$ cat src/rtl/vga_frame_reader.sv
// vga_frame_reader: read-side SDRAM client that streams one frame per frame_start
// from the MCB read FIFO into the VGA pixel pipe. Ping-pong buffer selection with
// swaps deferred to the next accepted frame_start, and a sticky underrun flag.
module vga_frame_reader #(
  parameter int unsigned FRAME_WORDS   = 786432,
  parameter logic [23:0] BUF0_BASE     = 24'h000000,
  parameter logic [23:0] BUF1_BASE     = 24'h400000,
  parameter int unsigned PREFILL_WORDS = 256,
  parameter logic [15:0] UNDERRUN_PIX  = 16'hF800
) (
  input  logic        clk_mem_rd,
  input  logic        rst_n,
  input  logic        frame_start,
  input  logic        pixel_req,
  output logic [15:0] pix_data,
  output logic        pix_valid,
  input  logic        swap_req,
  input  logic        clr_underrun,
  output logic        cur_buf,
  output logic        busy,
  output logic        underrun,
  output logic        rd_load,
  output logic [23:0] rd_addr,
  output logic        rd_req,
  input  logic [15:0] dout,
  input  logic [9:0]  rd_fifo_cnt,
  input  logic        rd_fifo_empty,
  input  logic        rd_done
);

  typedef enum logic [2:0] {
    ST_IDLE      = 3'd0,
    ST_LOAD      = 3'd1,
    ST_PREFILL   = 3'd2,
    ST_STREAM    = 3'd3,
    ST_WAIT_DONE = 3'd4
  } state_t;

  state_t      r_state;
  logic [19:0] r_pix_cnt;
  logic [23:0] r_rd_addr;
  logic        r_rd_load;
  logic        r_done_seen;
  logic        r_cur_buf;
  logic        r_swap_pending;
  logic        r_pix_valid;
  logic        r_popped;
  logic        r_underrun;

  logic w_start;
  logic w_swap;
  logic w_frame_left;
  logic w_rd_req;
  logic w_last_pop;
  logic w_fifo_ready;
  logic w_fill_phase;

  // A frame_start is only honoured from IDLE; a swap applies if pending or arriving now.
  assign w_start      = frame_start & (r_state == ST_IDLE);
  assign w_swap       = r_swap_pending | swap_req;
  assign w_frame_left = (32'(r_pix_cnt) < FRAME_WORDS);
  assign w_fifo_ready = (32'(rd_fifo_cnt) >= PREFILL_WORDS);
  assign w_fill_phase = (r_state == ST_PREFILL) | (r_state == ST_STREAM);

  // NOTE: the FIFO pop must be combinational -- the MCB presents dout the cycle after
  // rd_req, so registering the pop would add a cycle and break the 1-cycle pixel latency.
  assign w_rd_req   = (r_state == ST_STREAM) & pixel_req & ~rd_fifo_empty & w_frame_left;
  assign w_last_pop = w_rd_req & (32'(r_pix_cnt) == FRAME_WORDS - 1);

  // Frame sequencer: load the read burst, wait for prefill, stream, then wait for rd_done.
  // NOTE: every state register here is assigned with <= so all flops update from the
  // same pre-edge values; blocking assignments would create order-dependent logic.
  always_ff @(posedge clk_mem_rd or negedge rst_n) begin
    if (!rst_n) begin
      r_state     <= ST_IDLE;
      r_pix_cnt   <= 20'd0;
      r_rd_load   <= 1'b0;
      r_rd_addr   <= 24'd0;
      r_done_seen <= 1'b0;
    end else begin
      r_rd_load <= 1'b0;
      case (r_state)
        ST_IDLE: begin
          if (w_start) begin
            r_state     <= ST_LOAD;
            r_rd_load   <= 1'b1;
            r_rd_addr   <= (r_cur_buf ^ w_swap) ? BUF1_BASE : BUF0_BASE;
            r_pix_cnt   <= 20'd0;
            r_done_seen <= 1'b0;
          end
        end
        ST_LOAD: r_state <= ST_PREFILL;
        ST_PREFILL: begin
          if (rd_done) r_done_seen <= 1'b1;
          if (w_fifo_ready) r_state <= ST_STREAM;
        end
        ST_STREAM: begin
          if (rd_done) r_done_seen <= 1'b1;
          if (w_rd_req) r_pix_cnt <= r_pix_cnt + 20'd1;
          if (w_last_pop) r_state <= ST_WAIT_DONE;
        end
        ST_WAIT_DONE: begin
          if (rd_done | r_done_seen) begin
            r_state     <= ST_IDLE;
            r_done_seen <= 1'b0;
          end
        end
        default: r_state <= ST_IDLE;
      endcase
    end
  end

  // Ping-pong select: remember a swap request and apply it at the next accepted frame.
  always_ff @(posedge clk_mem_rd or negedge rst_n) begin
    if (!rst_n) begin
      r_cur_buf      <= 1'b0;
      r_swap_pending <= 1'b0;
    end else if (w_start) begin
      if (w_swap) r_cur_buf <= ~r_cur_buf;
      r_swap_pending <= 1'b0;
    end else if (swap_req) begin
      r_swap_pending <= 1'b1;
    end
  end

  // Pixel path: remember whether this cycle's request was backed by a FIFO pop.
  always_ff @(posedge clk_mem_rd or negedge rst_n) begin
    if (!rst_n) begin
      r_pix_valid <= 1'b0;
      r_popped    <= 1'b0;
    end else begin
      r_pix_valid <= pixel_req;
      r_popped    <= w_rd_req;
    end
  end

  // Sticky underrun: starved pixel while fetching, or a frame_start while busy; set wins.
  always_ff @(posedge clk_mem_rd or negedge rst_n) begin
    if (!rst_n) begin
      r_underrun <= 1'b0;
    end else if ((pixel_req & ~w_rd_req & w_fill_phase) |
                 (frame_start & (r_state != ST_IDLE))) begin
      r_underrun <= 1'b1;
    end else if (clr_underrun) begin
      r_underrun <= 1'b0;
    end
  end

  // dout arrives the cycle after the pop, so the final pixel mux follows the popped flag.
  assign pix_data  = r_popped ? dout : (r_pix_valid ? UNDERRUN_PIX : 16'h0000);
  assign pix_valid = r_pix_valid;
  assign cur_buf   = r_cur_buf;
  assign busy      = (r_state != ST_IDLE);
  assign underrun  = r_underrun;
  assign rd_load   = r_rd_load;
  assign rd_addr   = r_rd_addr;
  assign rd_req    = w_rd_req;

endmodule
$ cat config.mk
export PLATFORM = sky130hd
export DESIGN_NAME = vga_frame_reader
export DESIGN_NICKNAME = d
export VERILOG_FILES = /design/src/rtl/vga_frame_reader.sv
export SDC_FILE = /design/constraint.sdc
export NUM_CORES = 1
export LEC_CHECK = 0
export ABC_AREA = 1
export BUFFER_PORTS_ARGS = -buffer_cell sky130_fd_sc_hd__buf_4
export CAP_MARGIN = 20
export CORE_UTILIZATION = 39
export CTS_BUF_LIST = sky130_fd_sc_hd__clkbuf_4 sky130_fd_sc_hd__clkbuf_8 sky130_fd_sc_hd__clkbuf_16
export DETAILED_ROUTE_END_ITERATION = 12
export PLACE_DENSITY = 0.68
export SETUP_SLACK_MARGIN = 0.2
export SLEW_MARGIN = 20
export SYNTH_ARGS = -nofsm -noshare
export SYNTH_HDL_FRONTEND = slang
export SYNTH_SLANG_ARGS = --single-unit
export TNS_END_PERCENT = 100
$ cat constraint.sdc
create_clock -name clk_mem_rd -period 2.6 [get_ports clk_mem_rd]
set_input_delay 0.52 -clock clk_mem_rd [delete_from_list [all_inputs] [get_ports clk_mem_rd]]
set_output_delay 0.52 -clock clk_mem_rd [all_outputs]
set_load 0.02 [all_outputs]
Word level (Yosys, flattened, before mapping)
Cells that the tools add are included.
- bitwise logic cells: 16
- reduce and logical (&&, ||, !) cells: 12
- equality and inequality tests: 11
- muxes and demuxes: 21
- $add $sub $neg: 1
- $lt $le $gt $ge: 2
- operators by type and width (operator ; count):
    $mux 20 ; 2
    $pmux 20 s2 ; 1
    $mux 16 ; 2
    $mux 23 ; 1
    $add 20x1->20 const B ; 1
    $eq 20x20->1 const B ; 1
    $lt 20x20->1 const B ; 1
    $pmux 3 s5 ; 1
    $mux 3 ; 4
    $ge 10x9->1 const B ; 1
    $ne 2x2->1 const B ; 5
    $mux 1 ; 9
    $and 1x1->1 ; 8
    $reduce_and 4->1 ; 2
    $eq 3x2->1 const B ; 2
    $reduce_bool 2->1 ; 3
    $reduce_bool 3->1 ; 2
    $or 1x1->1 ; 4
    $reduce_and 2->1 ; 2
    $eq 3x1->1 const B ; 1
    $eq 3x3->1 const B ; 1
    $logic_not 3->1 ; 1
    $not 1->1 ; 3
    $pmux 1 s3 ; 1
    4 further kinds ; 4
- input port bits: 34
- output and inout port bits: 46
- bits in registers: 54

Longest topological paths before layout
Gate-level depths: netlist (run 1).
- depth after elaboration: 9
- gate-level depth with buffers: 10
- mapped depth without buffers: 10

Worst setup path after synthesis (run 1)
Ideal clock, no wire load.
- path type: input -> output
- start point: in pixel_req
- end point: out rd_req
- stages on the path: 5
- buffers on the path: 1
- slack: 1.017 ns
- arrival: 1.063 ns
- path through: inv_1 nor2_1 nand2_1 nor2_4 buf_8
- longest elaborated chain between the ends: 3
- ends and longest elaborated chain (what ; line ; source):
    start, declared ; 14 ; input logic pixel_req,
    $and 1x1->1 (3 in a row) ; 67 ; assign w_rd_req = (r_state == ST_STREAM) & pixel_req & ~rd_fifo_empty & w_frame_left;
    end, declared ; 24 ; output logic rd_req,
No other way between the ends.

Final worst setup path (run 1)
- start point: reg r_state[1]
- end point: out rd_req
- longest elaborated chain between the ends: 4
- ends and longest elaborated chain (what ; line ; source):
    start, declared ; 39 ; state_t r_state;
    start signal, assigned ; 75 ; r_state <= ST_IDLE;
    start signal, assigned ; 85 ; r_state <= ST_LOAD;
    start signal, assigned ; 92 ; ST_LOAD: r_state <= ST_PREFILL;
    $eq 3x2->1 ; 67 ;
    $and 1x1->1 (3 in a row) ; 67 ;
No other way between the ends.

==> impl_metrics.py, run 1 <==
metrics = {
    "floorplanning": {
        "num_io_pins": 80,
        "row_count": 26,
        "dieWidth_um": 74.6,
        "die_y_um": 74.6,
        "coreArea_um2": 5110,
        "start_util_pct": 40.3,
        "dieArea_um2": 5570,
    },
    "global_route": {
        "grt_pass1_vias": 1532,
        "antenna_found_initial": 0,
        "grt_max_degree": 32,
        "grt.total_usage_pct": 16.2,
        "grt_pass1_wl_um": 6680,
        "gr-total-overflow": 0,
    },
    "timing": {
        "setup_viol": 0,
        "fin_tns_setup_ns": 0,
        "drv_slew": 0,
        "rsz0062_at_grt": "no",
        "fmax_mhz": 526,
        "finalClockSkew_ns": 0.00573,
        "finalCriticalPeriod_ns": 1.90,
        "whs_ns": 0.161,
        "hold_violations": 0,
        "post-route-period-util_pct": 73.2,
    },
    "finish": {
        "final_area_um2": 2490,
        "diodes": 0,
        "final_common_cell": "nand2_1",
        "drive_above_1_share_pct": 22.3,
        "syn_to_final_growth_pct": 21.2,
        "fin_nets": 375,
        "fillers": 491,
        "mostFrequentLayoutCells": "83 x nand2_1, 49 x buf_4, 39 x inv_1",
    },
    "place": {
        "portBuffers": 48,
        "placed_area_um2": 2390,
        "gp_congestion": 0.828,
        "hpwl_um": 3260,
    },
    "drt": {
        "wirelength_um": 4260,
        "first_pass_iters": 4,
        "drc": 0,
        "drt_iter0_drc": 68,
        "route.vias.total": 1874,
        "route.antenna.remaining_nets": 0,
        "vias_per_cell": 4.56,
        "wl_per_cell_um": 10.4,
    },
    "setup_path": {
        "crit_chain": "nand2_2 -> clkinv_2 -> nand2_4 -> nor2_4 -> buf_4",
        "critPathSlowestCell": "dfrtp_1",
        "r2r_slack_ns": 0.90,
        "start_kind": "flip-flop",
        "path_class": "flip-flop to output port",
        "rr_worst_depth": 10,
        "cp_top_family": "flip-flops",
        "cp.arrival_ns": 1.38,
        "timing.rr.end": "r_state[1]",
        "cp_max_fo": 5,
        "worstSetupEndpointType": "output port",
        "r2r-start": "r_pix_cnt[0]",
        "path_buf_inv": 2,
        "critPathLaunch": "r_state[1]",
        "cpPeakStageDelay_ns": 0.45,
        "cp.required_ns": 2.08,
    },
    "yosys": {
        "ys_warn_count": 0,
        "syn_inst": 289,
        "avgSynthCellArea_um2": 7.12,
        "ys_ff_latch": 31,
        "yosysUniqueCellTypes": 34,
        "synth_edf_count": 0,
        "ys_seq_area_share_pct": 37.7,
        "ys.flop_type": "dfrtp_1",
        "syn_area_um2": 2060,
        "synthArstFlopShare_pct": 100,
    },
    "clock_network": {
        "ctsHoldBuffers": 0,
        "htree_levels": 2,
        "clkSlewWorstSetupHoldPaths_ns": 0.06,
        "clock_path_buffers": 2,
        "clockRootBuffer": "clkbuf_8",
        "cts.repair.resized": 0,
        "cts_setup_buffers": 0,
        "cts_tree": "built",
        "cts_num_sinks": 31,
        "numCtsBuffers": 5,
        "clk_latency_ns": 0.28,
    },
    "run": {
        "drv_cap": 0,
    },
    "pwr": {
        "power_density_nw_per_um2": 698,
        "leakage_nw": 1.37,
        "ir_drop_uv": 522,
    },
    "status": {
        "outcome": "completed",
    },
    "hold_path": {
        "min_path_type": "input pin to async pin",
    },
}
==> kinds of logic (layout without fill, tap and decap cells) <==
| logic type | count (synthesis) | after routing | share of synthesized area (%) |
|---|---|---|---|
| AO/OA/AOI/OAI | 29 | 29 | 8.03 |
| XOR/XNOR | 1 | 1 | 0.426 |
| adder cells (fa/ha/maj) | 1 | 1 | 0.608 |
| buffers and inverters | 69 | 99 | 18.0 |
| flip-flops | 31 | 31 | 37.7 |
| other | 1 | 23 | 0.182 |
| AND/OR/NAND/NOR | 157 | 157 | 35.0 |
==> report_power, final <==
part           switching (mW)  leakage, nW  internal (mW)
Sequential             0.0784        0.411          0.565
Clock                   0.174       0.0549          0.252
Combinational           0.422        0.901          0.249
Total                   0.675         1.37           1.07
==> cells in the mapped netlist, types with 2 or more instances <==
cell type | n | area share [%]
inv_1 | 39 | 7.1
nor3_1 | 5 | 1.2
clkbuf_1 | 2 | 0.37
nor2_2 | 3 | 0.91
nand4_1 | 2 | 0.61
a21oi_1 | 9 | 2.2
nor2_4 | 4 | 2.2
o21ai_1 | 2 | 0.49
a22o_1 | 2 | 0.85
o22ai_1 | 2 | 0.61
o21ai_0 | 10 | 2.4
nand2_1 | 83 | 15
buf_4 | 23 | 8.4
dfrtp_1 | 31 | 38
nand2_4 | 2 | 1.1
nand2_2 | 3 | 0.91
nor2_1 | 34 | 6.2
nand3_1 | 17 | 4.1
==> state kept, by name, indices dropped and copies added (netlist names) <==
name	cells
r_done_seen	1
rd_load	1
r_swap_pending	1
r_state	3
underrun	1
pix_valid	1
cur_buf	1
r_popped	1
rd_addr	1
r_pix_cnt	20
==> metal layers <==
layer / up-vias / share of wire, % / track usage (%)
met5: - / 0 / 0
met4: 0 / 3.6 / 9.22
met3: 13 / 7.3 / 4.55
met2: 82 / 46 / 25.7
met1: 827 / 43 / 19.8
li1: 952 / - / -
==> per-stage QoR <==
stage | std cells | setup slack (ns) | total power [mW] | utilization [%]
5_1_grt | 411 | 0.563 | 1.86 | 48.8
3_3_place_gp | 403 | 0.789 | 1.32 | 46.8
2_1_floorplan | 311 | 1.02 | 1.15 | -
6_report | 411 | 0.698 | 1.74 | 48.8
3_5_place_dp | 403 | 0.765 | 1.33 | 46.8
4_1_cts | 411 | 0.659 | 1.76 | 48.8
==> worst register-to-register path: stages, from the launching register on <==
cell	delay, ns
dfrtp_1	0.40
ha_1	0.23
nand2_1	0.11
nor2_1	0.14
nand2_1	0.14
nor2_1	0.21
nand3_4	0.11
nand2_2	0.10
nand2_1	0.05
nand2_1	0.05
nand2_1	0.04
==> cell type report <==
cell class / count / area [um^2] / area share (%)
clock buffer: 8 / 104 / 4.17
multi-input combinational: 211 / 993 / 39.9
timing repair buffer: 49 / 368 / 14.8
sequential: 31 / 776 / 31.1
inverter: 42 / 164 / 6.58
tap: 70 / 87.6 / 3.51
==> worst max-delay path by stage <==
stage,endpoint,slack [ns],cells after the start
global route,pix_data[13],0.56,4
floorplan,rd_req,1.02,5
global placement,rd_req,0.79,5
detailed placement,rd_req,0.76,5
CTS,pix_data[11],0.66,4
finish,rd_req,0.70,5
Power figures use the tool's default switching activity.
==> run 2: changes to the inputs <==
==> constraint.sdc (replaced) <==
create_clock -name clk_mem_rd -period 1.8 [get_ports clk_mem_rd]
set_input_delay 0.36 -clock clk_mem_rd [delete_from_list [all_inputs] [get_ports clk_mem_rd]]
set_output_delay 0.36 -clock clk_mem_rd [all_outputs]
set_load 0.02 [all_outputs]
==> run 2 against run 1 <==
Sequential power rose by 44%. Cell area rose by 5.7%. Combinational power rose by 73%. Clock-buffer cell count fell by 2. The run now ends with hold timing left. Largest power group unchanged. Register-to-register slack got worse by 0.64 ns. Highest routed layer unchanged. Utilization rose by 2.8 points. Sequential cell count did not move. Clock skew rose by 0.0023 ns.
==> impl_metrics.py, run 2 (synthesis results as in run 1) <==
metrics = {
    "status": {
        "outcome": "complete, but fails checks",
        "violations": "hold timing",
    },
    "drt": {
        "first_pass_iters": 4,
        "wirelength_um": 4330,
        "route.antenna.remaining_nets": 0,
        "vias_per_cell": 4.49,
        "route.vias.total": 1902,
        "drc": 0,
        "drt_iter0_drc": 51,
        "wl_per_cell_um": 10.2,
    },
    "setup_path": {
        "rr_worst_depth": 10,
        "cp_max_fo": 3,
        "cp.required_ns": 1.44,
        "r2r_slack_ns": 0.26,
        "path_class": "flip-flop to output port",
        "timing.rr.end": "r_pix_cnt[16]",
        "r2r-start": "r_state[0]",
        "cp.arrival_ns": 1.23,
        "start_kind": "flip-flop",
        "worstSetupEndpointType": "output port",
    },
    "floorplanning": {
        "die_y_um": 74.6,
        "row_count": 26,
        "num_io_pins": 80,
        "dieWidth_um": 74.6,
        "coreArea_um2": 5110,
        "start_util_pct": 40.3,
        "dieArea_um2": 5570,
    },
    "clock_network": {
        "clk_latency_ns": 0.29,
        "htree_levels": 2,
        "numCtsBuffers": 5,
        "clkSlewWorstSetupHoldPaths_ns": 0.07,
        "ctsHoldBuffers": 0,
        "clock_path_buffers": 2,
        "cts_tree": "built",
        "cts_num_sinks": 31,
        "clockRootBuffer": "clkbuf_8",
    },
    "hold_path": {
        "min_path_type": "input pin to async pin",
    },
    "global_route": {
        "grt.total_usage_pct": 16.6,
        "grt_pass1_wl_um": 6840,
        "grt_pass1_vias": 1587,
        "gr-total-overflow": 0,
        "grt_max_degree": 32,
        "antenna_found_initial": 0,
    },
    "timing": {
        "post-route-period-util_pct": 88.1,
        "drv_slew": 0,
        "setup_viol": 0,
        "whs_ns": -0.00764,
        "fmax_mhz": 630,
        "finalClockSkew_ns": 0.00802,
        "fin_tns_setup_ns": 0,
        "rsz0062_at_grt": "yes",
        "finalCriticalPeriod_ns": 1.59,
        "hold_violations": 5,
    },
    "place": {
        "hpwl_um": 3240,
        "placed_area_um2": 2400,
        "gp_congestion": 0.869,
        "portBuffers": 48,
    },
    "finish": {
        "fillers": 513,
        "multi_input_area_um2": 1020,
        "diodes": 0,
        "fin_nets": 388,
        "largest_registers": "r_pix_cnt: 20 flops, r_state: 3 flops",
        "ff_latch_area_um2": 779,
        "final_common_cell": "nand2_1",
        "largest_register_ffs": 20,
        "syn_to_final_growth_pct": 28.1,
        "utilization_pct": 51.6,
        "drive_above_1_share_pct": 27.4,
        "final_area_um2": 2640,
        "mostFrequentLayoutCells": "81 x nand2_1, 61 x buf_4, 39 x inv_1",
        "regMostFlops": "r_pix_cnt",
    },
    "pwr": {
        "p_sw_mw": 1.04,
        "sw_frac_of_total_pct": 37.1,
        "leakage_nw": 1.43,
        "seq_power_share_pct": 33.1,
        "power_frac_clock_pct": 25.5,
        "p_comb_share_pct": 41.4,
        "ir_drop_uv": 839,
        "power_density_nw_per_um2": 1060,
        "power.internal_mw": 1.76,
    },
    "run": {
        "drv_cap": 0,
    },
}
run 2: cell types whose count changed in the layout (fill, tap and decap cells not counted), sizes merged:
cell,change
buf,+13
inv,+1
clkbuf,-2
bufinv,+1
run 2: timing repair:
item / 4_1_cts / 5_1_grt
buffers inserted: 1 / 10
pin swaps: 1 / 4
setup endpoints to repair: 2 / 28
gates cloned: 0 / 0
resized for setup: 8 / 3
run 2: metal layers:
layer	track usage, %	up-vias	share of wire, %
met3	3.35	7	6.9
met5	0	-	0
met2	26.4	77	47
met1	20.5	843	43
li1	-	975	-
met4	10.7	0	2.7
run 2: power groups by stage:
stage | clock, mW | sequential [mW] | combinational, mW
after CTS | 0.730 | 0.925 | 1.01
after detailed placement | 0 | 0.929 | 1.00
final | 0.713 | 0.926 | 1.16
after floorplan | 0 | 0.958 | 0.700
after global routing | 0.758 | 0.940 | 1.29
after global placement | 0 | 0.930 | 0.988
run 2: how the worst max path moves through the flow:
stage	from	end	slack (ns)	cells after the start
after floorplan	r_pix_cnt[0]	r_state[1]	0.35	10
after global placement	pixel_req	r_pix_cnt[16]	0.18	10
after detailed placement	r_pix_cnt[0]	r_state[1]	0.13	10
after CTS	r_state[0]	rd_req	0.20	5
after global routing	r_pix_cnt[1]	r_state[1]	0.14	10
final	r_state[0]	rd_req	0.21	5
run 2: layout make-up:
| cell class | instances | area share, % |
|---|---|---|
| Multi-Input combinational cell | 211 | 38.6 |
| Sequential cell | 31 | 29.6 |
| Clock inverter | 2 | 1.33 |
| Clock buffer | 6 | 3.13 |
| Timing Repair Buffer | 62 | 17.8 |
| Inverter | 42 | 6.27 |
| Tap cell | 70 | 3.32 |
run 2: through the flow:
stage               power (mW)  hold WS (ns)  std cells  setup slack, ns
finish                    2.80      -0.00764        424            0.213
global route              2.99        0.0220        424            0.144
CTS                       2.67       0.00642        414            0.201
detailed placement        1.93         0.321        405            0.134
global placement          1.92         0.318        405            0.180
floorplan                 1.66        0.0644        311            0.354
run 2: worst max-delay path, stage by stage (launching register included):
cell and delay, ns:
dfrtp_1 0.42, nand2_2 0.12, inv_4 0.08, nand2_4 0.05, nor2_4 0.13, buf_6 0.14
==> run 3: changes to the inputs <==
--- a/config.mk
+++ b/config.mk
@@ -11,6 +11,7 @@
 export CORE_UTILIZATION = 39
 export CTS_BUF_LIST = sky130_fd_sc_hd__clkbuf_4 sky130_fd_sc_hd__clkbuf_8 sky130_fd_sc_hd__clkbuf_16
 export DETAILED_ROUTE_END_ITERATION = 12
+export HOLD_SLACK_MARGIN = 0.15
 export PLACE_DENSITY = 0.68
 export SETUP_SLACK_MARGIN = 0.2
 export SLEW_MARGIN = 20
==> run 3 against run 2 <==
The flow now finishes without violations. Routed wire length is 0.21% higher. Global-route usage hardly changed. Register-to-register slack about the same. Combinational power is essentially flat. Clock-buffer cell count is the same. Via count increased by 0.16%. Worst hold slack improved by 0.21 ns. Sequential cell count unchanged. Critical endpoint unchanged.
==> impl_metrics.py, run 3 (synthesis results as in run 1) <==
metrics = {
    "setup_path": {
        "cp_max_fo": 3,
        "cp.arrival_ns": 1.23,
        "r2r-start": "r_state[0]",
        "critPathSlowestCell": "dfrtp_1",
        "r2r_slack_ns": 0.26,
        "cp.required_ns": 1.44,
        "timing.rr.end": "r_pix_cnt[16]",
        "worstSetupEndpointType": "output port",
        "crit_chain": "nand2_2 -> inv_4 -> nand2_4 -> nor2_4 -> buf_6",
        "path_class": "flip-flop to output port",
        "cpPeakStageDelay_ns": 0.42,
        "start_kind": "flip-flop",
        "rr_worst_depth": 10,
    },
    "drt": {
        "vias_per_cell": 4.48,
        "wl_per_cell_um": 10.2,
        "route.antenna.remaining_nets": 0,
        "wirelength_um": 4340,
        "drc": 0,
        "drt_iter0_drc": 46,
        "route.vias.total": 1905,
        "first_pass_iters": 4,
    },
    "run": {
        "drv_cap": 0,
    },
    "floorplanning": {
        "num_io_pins": 80,
        "dieWidth_um": 74.6,
        "dieArea_um2": 5570,
        "start_util_pct": 40.3,
        "coreArea_um2": 5110,
        "die_y_um": 74.6,
        "row_count": 26,
    },
    "global_route": {
        "grt_max_degree": 32,
        "grt_pass1_wl_um": 6860,
        "antenna_found_initial": 0,
        "grt.total_usage_pct": 16.6,
        "grt_pass1_vias": 1590,
        "gr-total-overflow": 0,
    },
    "clock_network": {
        "cts_num_sinks": 31,
        "clk_latency_ns": 0.29,
        "clock_path_buffers": 2,
        "clkSlewWorstSetupHoldPaths_ns": 0.07,
        "cts_tree": "built",
        "clockRootBuffer": "clkbuf_8",
        "htree_levels": 2,
        "numCtsBuffers": 5,
    },
    "pwr": {
        "power_density_nw_per_um2": 1060,
        "ir_drop_uv": 839,
        "leakage_nw": 1.44,
    },
    "status": {
        "outcome": "completed",
    },
    "place": {
        "portBuffers": 48,
        "gp_congestion": 0.869,
        "hpwl_um": 3240,
    },
    "finish": {
        "diodes": 0,
        "regMostFlops": "r_pix_cnt",
        "utilization_pct": 51.8,
        "mostFrequentLayoutCells": "81 x nand2_1, 61 x buf_4, 39 x inv_1",
        "final_common_cell": "nand2_1",
        "syn_to_final_growth_pct": 28.6,
        "largest_registers": "r_pix_cnt: 20 flops, r_state: 3 flops",
        "largest_register_ffs": 20,
        "drive_above_1_share_pct": 27.3,
        "fin_nets": 389,
    },
    "timing": {
        "finalClockSkew_ns": 0.00804,
        "fmax_mhz": 630,
        "post-route-period-util_pct": 88.1,
        "drv_slew": 0,
        "rsz0062_at_grt": "yes",
        "hold_violations": 0,
        "setup_viol": 0,
        "fin_tns_setup_ns": 0,
        "finalCriticalPeriod_ns": 1.59,
    },
    "hold_path": {
        "hold_path_depth": 1,
        "min_from": "pixel_req",
        "min_path_type": "input pin to flip-flop",
        "whs_endpoint": "pix_valid",
    },
}
[run 3: how the worst max path moves through the flow]
stage                      start       endpoint  cells past startpoint
floorplan           r_pix_cnt[0]     r_state[1]                     10
global placement       pixel_req  r_pix_cnt[16]                     10
detailed placement  r_pix_cnt[0]     r_state[1]                     10
CTS                   r_state[0]         rd_req                      5
global route        r_pix_cnt[1]     r_state[1]                     10
finish                r_state[0]         rd_req                      5
[run 3: report_power, final]
group	leakage [nW]	total, mW	internal, mW	switching [mW]
clock	0.0612	0.713	0.447	0.266
combinational	0.971	1.16	0.496	0.663
sequential	0.406	0.926	0.819	0.107
[run 3: cell type report]
class | count | area [um^2]
fill | 514 | 2460
multi-input combinational | 211 | 1020
sequential | 31 | 779
timing repair buffer | 63 | 479
inverter | 42 | 165
tap | 70 | 87.6
clock buffer | 6 | 82.6
clock inverter | 2 | 35.0
[run 3: metal layers]
layer  vias to the layer above  part of all wire [%]  track usage (%)
li1                        977                     -                -
met1                       844                    43             20.6
met2                        77                    47             26.4
met3                         7                   6.9             3.35
met4                         0                   2.6             10.7
met5                         -                     0                0
[run 3: what timing repair did]
action	4_1_cts	5_1_grt
hold buffers	1	0
buffers inserted	1	10
resized for setup	8	3
endpoints found under the hold margin	31	0
pin swaps	1	4
setup endpoints to repair	2	28
[run 3: critical path, delay by kind of cell, from the launching register on]
family / cells / cell delay [ns]
simple gates: 3 / 0.30
buf+inv: 2 / 0.22
flops: 1 / 0.42
[run 3: stage by stage]
step,worst slack [ns],cells,total power [mW],area (um^2),hold slack [ns]
after floorplan,0.354,311,1.66,2140,0.0644
after global placement,0.180,405,1.92,2400,0.318
after detailed placement,0.134,405,1.93,2400,0.321
after CTS,0.201,415,2.67,2560,0.190
after global routing,0.144,425,2.99,2650,0.192
final,0.213,425,2.80,2650,0.198
